==> config.mk <==
export PLATFORM = sky130hd
export DESIGN_NAME = timer_dev
export DESIGN_NICKNAME = d
export VERILOG_FILES = /design/src/rtl/timer_dev.sv
export SDC_FILE = /design/constraint.sdc
export NUM_CORES = 1
export LEC_CHECK = 0
export CORE_MARGIN = 10
export CORE_UTILIZATION = 48
export DETAILED_ROUTE_END_ITERATION = 7
export GPL_ROUTABILITY_DRIVEN = 0
export HOLD_SLACK_MARGIN = 0.08
export PLACE_DENSITY = 0.77
export SLEW_MARGIN = 0
export SYNTH_ARGS = -nofsm -noshare
export SYNTH_HDL_FRONTEND = slang
export SYNTH_SLANG_ARGS = --single-unit
==> constraint.sdc <==
create_clock -name clk -period 2.6 [get_ports clk]
set_input_delay 0.26 -clock clk [delete_from_list [all_inputs] [get_ports clk]]
set_output_delay 0.26 -clock clk [all_outputs]
set_load 0.1 [all_outputs]
==> src/rtl/timer_dev.sv <==
// timer_dev: memory-mapped 32-bit countdown timer with one-shot/auto-reload interrupt
module timer_dev (
  input  logic        clk,
  input  logic        reset,
  input  logic [1:0]  Addr,
  input  logic        Wen,
  input  logic [31:0] Din,
  output logic [31:0] DOut,
  output logic        IRQ
);
  typedef enum logic [1:0] {S_IDLE, S_LOAD, S_CNT, S_INT} state_t;
  state_t      r_state, w_next;
  logic [3:0]  r_ctrl;
  logic [31:0] r_preset, r_count;
  logic        w_wr, w_wr_ctrl, w_wr_pre, w_en, w_reload, w_zero, w_expire;
  assign w_wr_ctrl = Wen && (Addr == 2'd0);
  assign w_wr_pre  = Wen && (Addr == 2'd1);
  assign w_wr      = w_wr_ctrl || w_wr_pre;
  assign w_en      = r_ctrl[0];
  assign w_reload  = r_ctrl[2:1] == 2'b01;
  assign w_zero    = r_count == 32'd0;
  assign w_expire  = (r_state == S_CNT) && w_en && w_zero;
  assign IRQ       = (r_state == S_INT) && r_ctrl[3];
  assign DOut      = (Addr == 2'd0) ? {28'd0, r_ctrl} :
                     (Addr == 2'd1) ? r_preset :
                     (Addr == 2'd2) ? r_count : 32'd0;
  // next state: a bus write to CTRL/PRESET overrides every other transition
  always_comb begin
    w_next = r_state;
    case (r_state)
      S_IDLE:  w_next = w_en ? S_LOAD : S_IDLE;
      S_LOAD:  w_next = S_CNT;
      S_CNT:   w_next = !w_en ? S_IDLE : (w_zero ? S_INT : S_CNT);
      S_INT:   w_next = (w_reload && w_en) ? S_LOAD : S_INT;
      default: w_next = S_IDLE;
    endcase
    if (w_wr) w_next = S_IDLE;
  end
  // state register
  always_ff @(posedge clk or negedge reset)
    if (!reset) r_state <= S_IDLE;
    else        r_state <= w_next;
  // CTRL: bus write, or EN auto-clear when a one-shot count expires
  always_ff @(posedge clk or negedge reset)
    if (!reset)                              r_ctrl    <= 4'd0;
    else if (w_wr_ctrl)                      r_ctrl    <= Din[3:0];
    else if (!w_wr && w_expire && !w_reload) r_ctrl[0] <= 1'b0;
  // PRESET: plain read/write register
  always_ff @(posedge clk or negedge reset)
    if (!reset)        r_preset <= 32'd0;
    else if (w_wr_pre) r_preset <= Din;
  // COUNT: reload in LOAD, guarded decrement in CNT, frozen on a bus write edge
  always_ff @(posedge clk or negedge reset)
    if (!reset) r_count <= 32'd0;
    else if (!w_wr) begin
      if (r_state == S_LOAD)                         r_count <= r_preset;
      else if (r_state == S_CNT && w_en && !w_zero) r_count <= r_count - 32'd1;
    end
endmodule

Word level (Yosys, flattened, before mapping):

Cells that the tools add are included.

* ROM bits: 0
* output and inout port bits: 33
* bits in latches: 0
* register bits: 70
* RAM bits: 0
* word-level logic and storage cells: 45
* input bits: 37
* memories: 0

* magnitude comparators: 0
* bitwise gates (word level): 1
* shifts and indexed selects: 0
* add/sub/neg operators: 1
* reduce and logical (&&, ||, !) cells: 19
* multipliers: 0
* muxes and demuxes: 13
* divide/modulo/power cells: 0
* equality and inequality tests: 6

Operators by type and width (count)
* $mux W32: 5
* $logic_not A32 Y1: 1
* $sub A32 B1 Y32 const B: 1
* $logic_and A1 B1 Y1: 9
* $pmux W2 S4: 1
* $eq A2 B1 Y1 const B: 3
* $eq A2 B2 Y1 const B: 3
* $mux W2: 3
* $logic_not A2 Y1: 2
* $mux W1: 4
* $reduce_bool A2 Y1: 2
* $logic_not A1 Y1: 3
* $reduce_and A2 Y1: 1
* $logic_or A1 B1 Y1: 1
* $not A1 Y1: 1

Logic depth before layout (Yosys ltp):

Gate-level depths: netlist (run 1).

* word-level depth: 8
* mapped depth: 8
* depth with buffers taken out: 7

Least setup slack after synthesis (run 1):

Ideal clock, no wire load.

* path kind: input to output
* start: input port Addr[0]
* end: output port DOut[0]
* slack: -0.404 ns
* buffers on the path: 1
* stages on the path: 3
* arrival time: 2.744 ns
* data required time: 2.340 ns
* cells stage by stage: clkbuf_1 mux2i_1 o21ai_0

* longest elaborated chain between the ends: 4
* elaborated cells between the ends (all ways): 6
* those cells by class: 2 x eq/ne; 3 x mux; 1 x reduce/logical

Ends and longest elaborated chain
* start, declared: line 5 `input logic [1:0] Addr,`
* $eq A2 B2 Y1: line 26 `(Addr == 2'd2) ? r_count : 32'd0;`
* $mux W32: line 26
* $mux W32: line 25 `(Addr == 2'd1) ? r_preset :`
* $mux W32 *: line 24 `assign DOut = (Addr == 2'd0) ? {28'd0, r_ctrl} :`
* end, declared: line 8 `output logic [31:0] DOut,`

Every way passes the cells marked *; elsewhere a longest branch is shown, timed or not.

Final worst setup path (run 1):

* start: register r_count[1]
* end: register r_count[26]

* longest elaborated chain between the ends: 5
* elaborated cells between the ends (all ways): 8
* those cells by class: 1 x add/sub; 2 x mux; 5 x reduce/logical

Ends and longest elaborated chain
* start, declared: line 14 `logic [31:0] r_preset, r_count;`
* start signal, assigned: line 56 `if (r_state == S_LOAD) r_count <= r_preset;`
* start signal, assigned: line 57 `else if (r_state == S_CNT && w_en && !w_zero) r_count <= r_count - 32'd1;`
* branches (longest 5 deep; another with $sub A32 B1 Y32)

Several ways; the timed one is not identified. The select of a mux whose other input is x is not followed.
A chain may end at the register's enable or synchronous reset.

==> flow_summary.json, run 1 <==
{
  "worst_pin_slew_ns": 0.452,
  "cts_root_buf": "clkbuf_8",
  "die_h_um": 111,
  "ys_seq_elements": 70,
  "synthCells": 406,
  "slew_headroom_pct": 69.8,
  "clkTransAtPathRegs_ns": 0.07,
  "power_density_nw_per_um2": 1020,
  "period_minus_slack_ns": 2.57,
  "synthTopCellsByArea": "dfrtp_1, mux2_2, a22o_1",
  "placementRows": 33,
  "coreArea_um2": 8130,
  "final_common_cell": "dfrtp_1",
  "num_vias": 3704,
  "area_growth_pct": 39.4,
  "antenna_found_initial": 0,
  "cts_num_sinks": 70,
  "crit_type": "flip-flop to flip-flop",
  "die_area_um2": 12400,
  "fillers": 586,
  "synthesis.area_um2": 3990,
  "drt-pass1-iter-count": 7,
  "async_reset_ff_share_pct": 100,
  "die_width_um": 111,
  "yosysTopAreaCell": "dfrtp_1",
  "fin_util_pct": 68.4,
  "critPathMaxFanout": 6,
  "cts_tree": "built",
  "endpoint_kind": "flip-flop",
  "synth_nets": 444,
  "detail-route-antenna-nets": 0,
  "cts_buffer_depth": 2,
  "worstPathRequired_ns": 2.87,
  "arrival_ns": 2.84,
  "drt-initial-drc-count": 256,
  "hpwl_um": 7910,
  "fin_cells": 598,
  "yosysSeqAreaShare_pct": 43.9,
  "skew_ns": 0.00766,
  "pin_count": 70,
  "remaining_drc_errors": 0,
  "wl_um": 11400,
  "grt_pass1_vias": 3635,
  "synth_top_area_share_pct": 43.9,
  "place_inst": 576,
  "clock_latency_ns": 0.34,
  "yosysWarnings": 0,
  "drive_gt1_share_pct": 29.2,
  "ctsHtreeMaxLevel": 3,
  "finalHoldViolations": 0,
  "avgSynthCellArea_um2": 9.82,
  "final_cell_mix": "dfrtp_1, buf_12, mux2_2, clkdlybuf4s50_1, nor2_1",
  "wl_per_cell_um": 19.1,
  "via_per_inst": 6.19,
  "num_antenna_cells": 0,
  "grt_overflow": 0,
  "finalSetupViolations": 0,
  "maxCapViolCount": 0,
  "crit_path_start_kind": "flip-flop",
  "io_buffers": 69,
  "worstHoldPathType": "input port to async pin",
  "drv_slew": 0,
  "grt_max_degree": 60,
  "fmax_ghz": 0.390,
  "hold_slack_ns": 0.330,
  "vdd_drop_max_mv": 0.493,
  "grt_pass1_wl_um": 18600,
  "synth_ff_type": "dfrtp_1",
  "outcome": "finished, final reports clean",
  "total_leakage_power_nw": 2.21,
  "fin_crit_sh_pct": 98.7,
  "cts_buffers": 9,
  "synthDistinctLibCells": 53,
  "synth-edff-count": 0,
  "grt_usage_pct": 17.5,
  "floorplan.initialDensity_pct": 49.0,
  "finalNetCount": 528
}
## stage by stage
stage	worst slack (ns)	TNS, ns	power [mW]	instance area [um2]
floorplan	0.202	0	3.62	3990
global placement	0.114	0	4.51	5220
detailed placement	0.00476	0	4.59	5220
CTS	0.00905	0	5.48	5430
global route	-0.0202	-0.0819	5.99	5560
finish	0.0343	0	5.69	5560
## synthesized netlist by cell type, types with 3 or more instances
| library cell | n |
|---|---|
| mux2_2 | 35 |
| nor4_1 | 8 |
| a21oi_1 | 23 |
| clkbuf_1 | 18 |
| a211oi_1 | 3 |
| inv_1 | 4 |
| nor3_1 | 20 |
| nand2_1 | 18 |
| mux2i_1 | 4 |
| nand2b_1 | 3 |
| o21a_1 | 4 |
| o21ai_2 | 7 |
| a31oi_1 | 7 |
| or4_1 | 4 |
| nor2_1 | 34 |
| or4_4 | 4 |
| nor2b_1 | 4 |
| o21ai_1 | 16 |
| buf_1 | 8 |
| buf_6 | 5 |
| dfrtp_1 | 70 |
| nand3_1 | 3 |
| o21ai_0 | 21 |
| or3_1 | 11 |
| a22o_1 | 29 |
| a22oi_1 | 8 |
## metal layers
layer,global-route usage [%],share of wire (%),wire length (um),up-vias
met1,21.5,41,4740,1765
li1,-,-,-,1708
met3,4.71,8.4,961,28
met4,6.60,2.3,259,0
met5,0,0,0,-
met2,28.7,48,5490,203
## worst max-delay path: stages, from the launching register on
cell and delay [ns]:
dfrtp_1 0.41, inv_2 0.10, ha_4 0.16, or4b_4 0.48, or4_4 0.53, o31ai_4 0.36, buf_6 0.17, clkbuf_16 0.14
o32a_1 0.15
## area by class of cell
class	count	area, um2	share of cell area (%)
clock buffer	13	159	2.86
clock inverter	1	30.0	0.540
inverter	4	15.0	0.270
multi-input combinational	300	2110	37.9
sequential	70	1750	31.5
tap	105	131	2.36
timing repair buffer	105	1370	24.6
## sequential cells by signal, indices dropped and copies added, names as in the netlist
register	cells
r_count	32
r_preset	32
r_ctrl	4
r_state	2
## repair_timing
| item | CTS | global route |
|---|---|---|
| gates resized for setup | 2 | 9 |
| hold endpoints to repair | 11 | 0 |
| pin swaps | 0 | 2 |
| hold buffers | 1 | 0 |
| buffers inserted | 0 | 5 |
| setup endpoints to repair | 1 | 16 |
| cloned | 0 | 2 |
## kinds of logic (layout without fill, tap and decap cells)
| logic type | after synthesis | in the layout | share of synthesized area (%) |
|---|---|---|---|
| AOI/OAI and AO/OA | 141 | 141 | 24.8 |
| muxes | 39 | 39 | 10.9 |
| adders and majority gates | 1 | 1 | 0.314 |
| and+or+nand+nor | 119 | 119 | 15.8 |
| buffers and inverters | 36 | 123 | 4.36 |
| DFF | 70 | 70 | 43.9 |
## final timing paths
| check | startpoint | slack (ns) | cells after the start | end |
|---|---|---|---|---|
| max | r_count[1] | 0.03 | 8 | r_count[26] |
| min | reset | 0.33 | 2 | r_preset[23] |
| max reg2reg | r_count[1] | 0.03 | 8 | r_count[26] |
| min reg2reg | r_preset[14] | 0.54 | 1 | r_preset[14] |
| max in group asynchronous | reset | 1.66 | 3 | r_count[4] |
| min in group clk | Din[0] | 0.52 | 3 | r_ctrl[0] |
## where the power goes
part / switching [mW] / internal [mW] / total [mW] / leakage [nW]
Sequential: 0.372 / 1.41 / 1.78 / 0.835
Combinational: 1.77 / 1.26 / 3.04 / 1.28
Clock: 0.381 / 0.486 / 0.867 / 0.0956
Total: 2.53 / 3.16 / 5.69 / 2.21
Note: power is estimated with default switching activity, not from simulation.
==> run 2, diff against run 1 <==
--- a/config.mk
+++ b/config.mk
@@ -11,7 +11,9 @@
 export GPL_ROUTABILITY_DRIVEN = 0
 export HOLD_SLACK_MARGIN = 0.08
 export PLACE_DENSITY = 0.77
+export SKIP_CTS_REPAIR_TIMING = 1
 export SLEW_MARGIN = 0
 export SYNTH_ARGS = -nofsm -noshare
 export SYNTH_HDL_FRONTEND = slang
 export SYNTH_SLANG_ARGS = --single-unit
+export TNS_END_PERCENT = 5
==> run 2 against run 1 <==
  * Largest cell class unchanged
  * Combinational power shrank 3%
  * Die area unchanged
  * Register-to-register slack about the same
  * Global-route usage shrank 0.064 points
  * Core utilization down 0.66 points
  * Critical endpoint is now r_count[15]
  * Highest routed layer unchanged
  * Wire length down 1.9%
==> flow_summary.json, run 2 (same netlist as run 1, synthesis figures left out) <==
{
  "grt_usage_pct": 17.5,
  "multi_input_area_um2": 2100,
  "drt-initial-drc-count": 237,
  "cts_root_buf": "clkbuf_8",
  "ctsHtreeMaxLevel": 3,
  "seqPwrFrac_pct": 32.2,
  "skew_ns": 0.00752,
  "crit_chain": "inv_1, ha_4, or4b_4, or4_4, o31a_2, o21a_1, o22a_1",
  "crit_path_start_kind": "flip-flop",
  "total_leakage_power_nw": 2.19,
  "clock_latency_ns": 0.35,
  "net-switching-power_mw": 2.50,
  "cts_buffers": 9,
  "internal-power_mw": 3.07,
  "worstPathRequired_ns": 2.83,
  "remaining_drc_errors": 0,
  "fin_crit_sh_pct": 98.2,
  "combPwrFrac_pct": 52.9,
  "grt_util_met1_pct": 21.6,
  "vdd_drop_max_mv": 0.517,
  "cts_tree": "built",
  "num_antenna_cells": 0,
  "top_regs": "r_count: 32 flops, r_preset: 32 flops, r_ctrl: 4 flops",
  "grt_max_degree": 45,
  "fmax_ghz": 0.392,
  "pin_count": 70,
  "busiest_layer": "met2",
  "via_per_inst": 6.13,
  "cts_num_sinks": 70,
  "power_mw": 5.57,
  "grt_overflow": 0,
  "crit_family": "simple AND/OR/NAND/NOR gates",
  "finalHoldViolations": 0,
  "period_minus_slack_ns": 2.55,
  "worstHoldPathType": "input port to async pin",
  "grt_pass1_vias": 3613,
  "io_buffers": 69,
  "power_density_nw_per_um2": 1010,
  "placementRows": 33,
  "drv_slew": 0,
  "clock_power_share_pct": 14.9,
  "die_h_um": 111,
  "rsz0062_at_grt": "yes",
  "maxCapViolCount": 0,
  "clkTransAtPathRegs_ns": 0.07,
  "critPathMaxFanout": 11,
  "floorplan.initialDensity_pct": 49.0,
  "finalNetCount": 528,
  "drt-pass1-iter-count": 5,
  "arrival_ns": 2.78,
  "antenna_found_initial": 0,
  "endpoint_kind": "flip-flop",
  "crit_type": "flip-flop to flip-flop",
  "finalSetupViolations": 0,
  "die_width_um": 111,
  "fillers": 608,
  "final_cell_mix": "dfrtp_1, mux2_2, clkdlybuf4s50_1, buf_12, nor2_1",
  "wl_um": 11200,
  "grt.met3_usage_pct": 4.22,
  "worst_pin_slew_ns": 0.771,
  "slew_headroom_pct": 48.6,
  "grt_pass1_wl_um": 18500,
  "cp_num_buf_inv": 1,
  "finalWorstSetupSlack_ns": 0.0464,
  "outcome": "finished, final reports clean",
  "area_growth_pct": 38.1,
  "wl_per_cell_um": 18.7,
  "coreArea_um2": 8130,
  "hpwl_um": 7940,
  "die_area_um2": 12400,
  "drive_gt1_share_pct": 28.5,
  "gr-usage-met2_pct": 28.4,
  "regArea_um2": 1750,
  "num_vias": 3670,
  "cts_buffer_depth": 2,
  "final_common_cell": "dfrtp_1",
  "detail-route-antenna-nets": 0,
  "cp_slowest_cell": "or4_4",
  "slowest_delay_ns": 0.53,
  "setup-tns-final_ns": 0,
  "swShare_pct": 44.9,
  "pre_cts_ws_ns": 0.0116
}
[run 2: cell types whose count changed in the layout (fill, tap and decap cells not counted)]
cell,before,now
o21ai_0,17,20
a21oi_2,1,0
bufinv_16,1,0
clkbuf_16,1,0
clkbuf_8,11,13
o21ai_1,20,17
buf_12,37,35
a21oi_1,22,23
buf_4,27,30
inv_1,2,4
nor3_1,19,20
inv_2,2,0
nor3_2,2,1
[run 2: worst paths after layout]
check / from / endpoint / slack (ns) / depth (start not counted)
max: r_count[0] / r_count[15] / 0.05 / 7
min reg2reg: r_preset[28] / r_preset[28] / 0.54 / 1
max reg2reg: r_count[0] / r_count[15] / 0.05 / 7
min in group clk: Din[8] / r_preset[8] / 0.52 / 2
min: reset / r_preset[25] / 0.48 / 2
max in group asynchronous: reset / r_preset[10] / 1.45 / 3
[run 2: metrics by stage]
| stage | instance area (um2) | cells | utilization, % | hold WS [ns] |
|---|---|---|---|---|
| 3_5_place_dp | 5200 | 574 | 63.9 | 0.324 |
| 2_1_floorplan | 3990 | 406 | - | -0.0356 |
| 6_report | 5510 | 599 | 67.7 | 0.481 |
| 5_1_grt | 5510 | 599 | 67.7 | 0.517 |
| 4_1_cts | 5380 | 589 | 66.2 | -0.0472 |
| 3_3_place_gp | 5200 | 574 | 63.9 | 0.318 |
[run 2: layer usage]
metal	wire [um]	vias to the layer above
met4	188	0
met2	5490	171
met1	4700	1765
li1	-	1712
met3	841	22
met5	0	-
[run 2: power groups by stage]
stage               Sequential, mW  Combinational, mW  Clock, mW
finish                        1.79               2.94      0.831
global route                  1.83               3.14      0.894
CTS                           1.78               2.77      0.845
detailed placement            1.80               2.75          0
global placement              1.77               2.69          0
floorplan                     1.68               1.94          0
[run 2: worst reg2reg max path: cells and delay by family (launching register included)]
kind,cells,cell delay (ns)
buf+inv,1,0.15
fa+ha+maj,1,0.18
flops,1,0.38
compound gates,3,0.72
simple gates,2,1.01
[run 2: layout make-up]
class | instances | share of cell area [%]
multi-input combinational | 300 | 38.1
sequential | 70 | 31.8
timing repair buffer | 105 | 24.1
clock buffer | 15 | 3.39
tap | 105 | 2.39
inverter | 4 | 0.273
==> run 3, diff against run 2 <==
--- a/config.mk
+++ b/config.mk
@@ -6,11 +6,12 @@
 export NUM_CORES = 1
 export LEC_CHECK = 0
 export CORE_MARGIN = 10
-export CORE_UTILIZATION = 48
+export CORE_UTILIZATION = 50
 export DETAILED_ROUTE_END_ITERATION = 7
+export DONT_BUFFER_PORTS = 1
 export GPL_ROUTABILITY_DRIVEN = 0
 export HOLD_SLACK_MARGIN = 0.08
-export PLACE_DENSITY = 0.77
+export PLACE_DENSITY = 0.64
 export SKIP_CTS_REPAIR_TIMING = 1
 export SLEW_MARGIN = 0
 export SYNTH_ARGS = -nofsm -noshare
==> run 3 against run 2 <==
  * Combinational power is 5% lower
  * Final area is 6.9% lower
  * Cell count is 0.50% lower
  * Setup slack worse by 0.041 ns
  * Highest routed layer unchanged
  * Wire length is 2.1% higher
  * First-iteration DRC count is 1.7% higher
  * Core utilization is 1.4 points lower
  * Register-to-register slack worse by 0.04 ns
==> flow_summary.json, run 3 (same netlist as run 1, synthesis figures left out) <==
{
  "via_per_inst": 6.21,
  "cp_slowest_cell": "or4_4",
  "reg2reg_slack_ns": 0.005,
  "fmax_ghz": 0.385,
  "antenna_found_initial": 0,
  "hold_path_end": "r_state[0]",
  "critPathMaxFanout": 7,
  "area_growth_pct": 28.6,
  "arrival_ns": 2.83,
  "placementRows": 32,
  "skew_ns": 0.00861,
  "wl_per_cell_um": 19.2,
  "internal-power_mw": 2.85,
  "total_leakage_power_nw": 2.10,
  "fillers": 620,
  "slowest_delay_ns": 0.56,
  "crit_type": "flip-flop to flip-flop",
  "clock_latency_ns": 0.35,
  "cp_num_buf_inv": 3,
  "pin_count": 70,
  "power_mw": 5.37,
  "grt_max_degree": 71,
  "worstPathRequired_ns": 2.83,
  "fin_cells": 596,
  "drive_gt1_share_pct": 31.6,
  "detail-route-antenna-nets": 0,
  "slew_headroom_pct": 69.0,
  "crit_family": "simple AND/OR/NAND/NOR gates",
  "net-switching-power_mw": 2.52,
  "io_buffers": 0,
  "stdcell_area_um2": 5130,
  "worstReg2RegStart": "r_count[0]",
  "place_inst": 536,
  "grt_overflow": 0,
  "die_h_um": 109,
  "cts_buffer_depth": 2,
  "cts_root_buf": "clkbuf_8",
  "vdd_drop_max_mv": 0.654,
  "clock_power_share_pct": 14.8,
  "pre_cts_ws_ns": 0.0275,
  "ctsHtreeMaxLevel": 3,
  "cts_num_sinks": 70,
  "rsz0062_at_grt": "yes",
  "outcome": "finished, final reports clean",
  "crit_chain": "inv_2, ha_4, or4b_4, or4_4, o31ai_4, buf_6, buf_4, o21ai_2",
  "startpoint": "r_count[0]",
  "top_regs": "r_count: 32 flops, r_preset: 32 flops, r_ctrl: 4 flops",
  "cts_tree": "built",
  "final_cell_mix": "dfrtp_1, buf_4, mux2_2",
  "min_from": "Addr[1]",
  "die_width_um": 109,
  "remaining_drc_errors": 0,
  "grt_usage_pct": 18.2,
  "num_antenna_cells": 0,
  "maxCapViolCount": 0,
  "drt-pass1-iter-count": 5,
  "coreArea_um2": 7730,
  "clkTransAtPathRegs_ns": 0.07,
  "cts_buffers": 9,
  "drt-initial-drc-count": 241,
  "swShare_pct": 46.9,
  "combPwrFrac_pct": 51.8,
  "grt_pass1_vias": 3564,
  "die_area_um2": 11900,
  "crit_path_start_kind": "flip-flop",
  "timing.rr.end": "r_count[8]",
  "grt_pass1_wl_um": 17700,
  "r2r_cells": 8,
  "finalNetCount": 528,
  "finalWorstSetupSlack_ns": 0.00530,
  "seqPwrFrac_pct": 33.4,
  "period_minus_slack_ns": 2.59,
  "endpoint_kind": "flip-flop",
  "placed_cell_area_um2": 4450,
  "num_vias": 3704,
  "fin_crit_sh_pct": 99.8,
  "worstHoldPathType": "input port to flip-flop",
  "finalHoldViolations": 0,
  "power_density_nw_per_um2": 1050,
  "wl_um": 11500,
  "hold_depth": 2,
  "drv_slew": 0,
  "final_common_cell": "dfrtp_1",
  "finalSetupViolations": 0,
  "floorplan.initialDensity_pct": 51.6,
  "worst_pin_slew_ns": 0.461,
  "hpwl_um": 7630
}
-- run 3: layer usage --
metal,vias up,GRT usage [%],part of all wire [%]
met5,-,0,0
met4,0,6.23,2.1
met3,28,5.32,5.8
met2,129,29.0,48
met1,1835,23.0,44
li1,1712,-,-
-- run 3: power by group through the flow --
stage / combinational, mW / sequential, mW / clock, mW
5_1_grt: 2.99 / 1.84 / 0.863
2_1_floorplan: 1.94 / 1.68 / 0
6_report: 2.78 / 1.80 / 0.795
4_1_cts: 2.47 / 1.77 / 0.811
3_3_place_gp: 2.42 / 1.78 / 0
3_5_place_dp: 2.46 / 1.79 / 0
-- run 3: area by class of cell --
type,instances,area [um2],area share (%)
well taps,102,128,2.49
clock buffers,14,163,3.17
flip-flops and latches,70,1750,34.2
clock inverters,1,5.00,0.0976
repair buffers,105,923,18.0
inverters,4,15.0,0.293
multi-input cells,300,2140,41.8
-- run 3: worst max path at each step --
stage             endpoint  cells past startpoint
4_1_cts          r_ctrl[0]                      7
3_5_place_dp     r_ctrl[0]                      7
6_report        r_count[8]                      8
5_1_grt        r_count[17]                      8
2_1_floorplan      DOut[1]                      3
3_3_place_gp   r_count[15]                      7
-- run 3: stage by stage --
| step | hold WS, ns | utilization (%) | setup TNS [ns] |
|---|---|---|---|
| after floorplan | -0.0356 | - | -1.21 |
| after global placement | -0.0322 | 57.5 | 0 |
| after detailed placement | -0.0321 | 57.5 | 0 |
| after CTS | -0.408 | 59.7 | -0.000519 |
| after global routing | 0.231 | 66.3 | -0.739 |
| final | 0.192 | 66.3 | 0 |
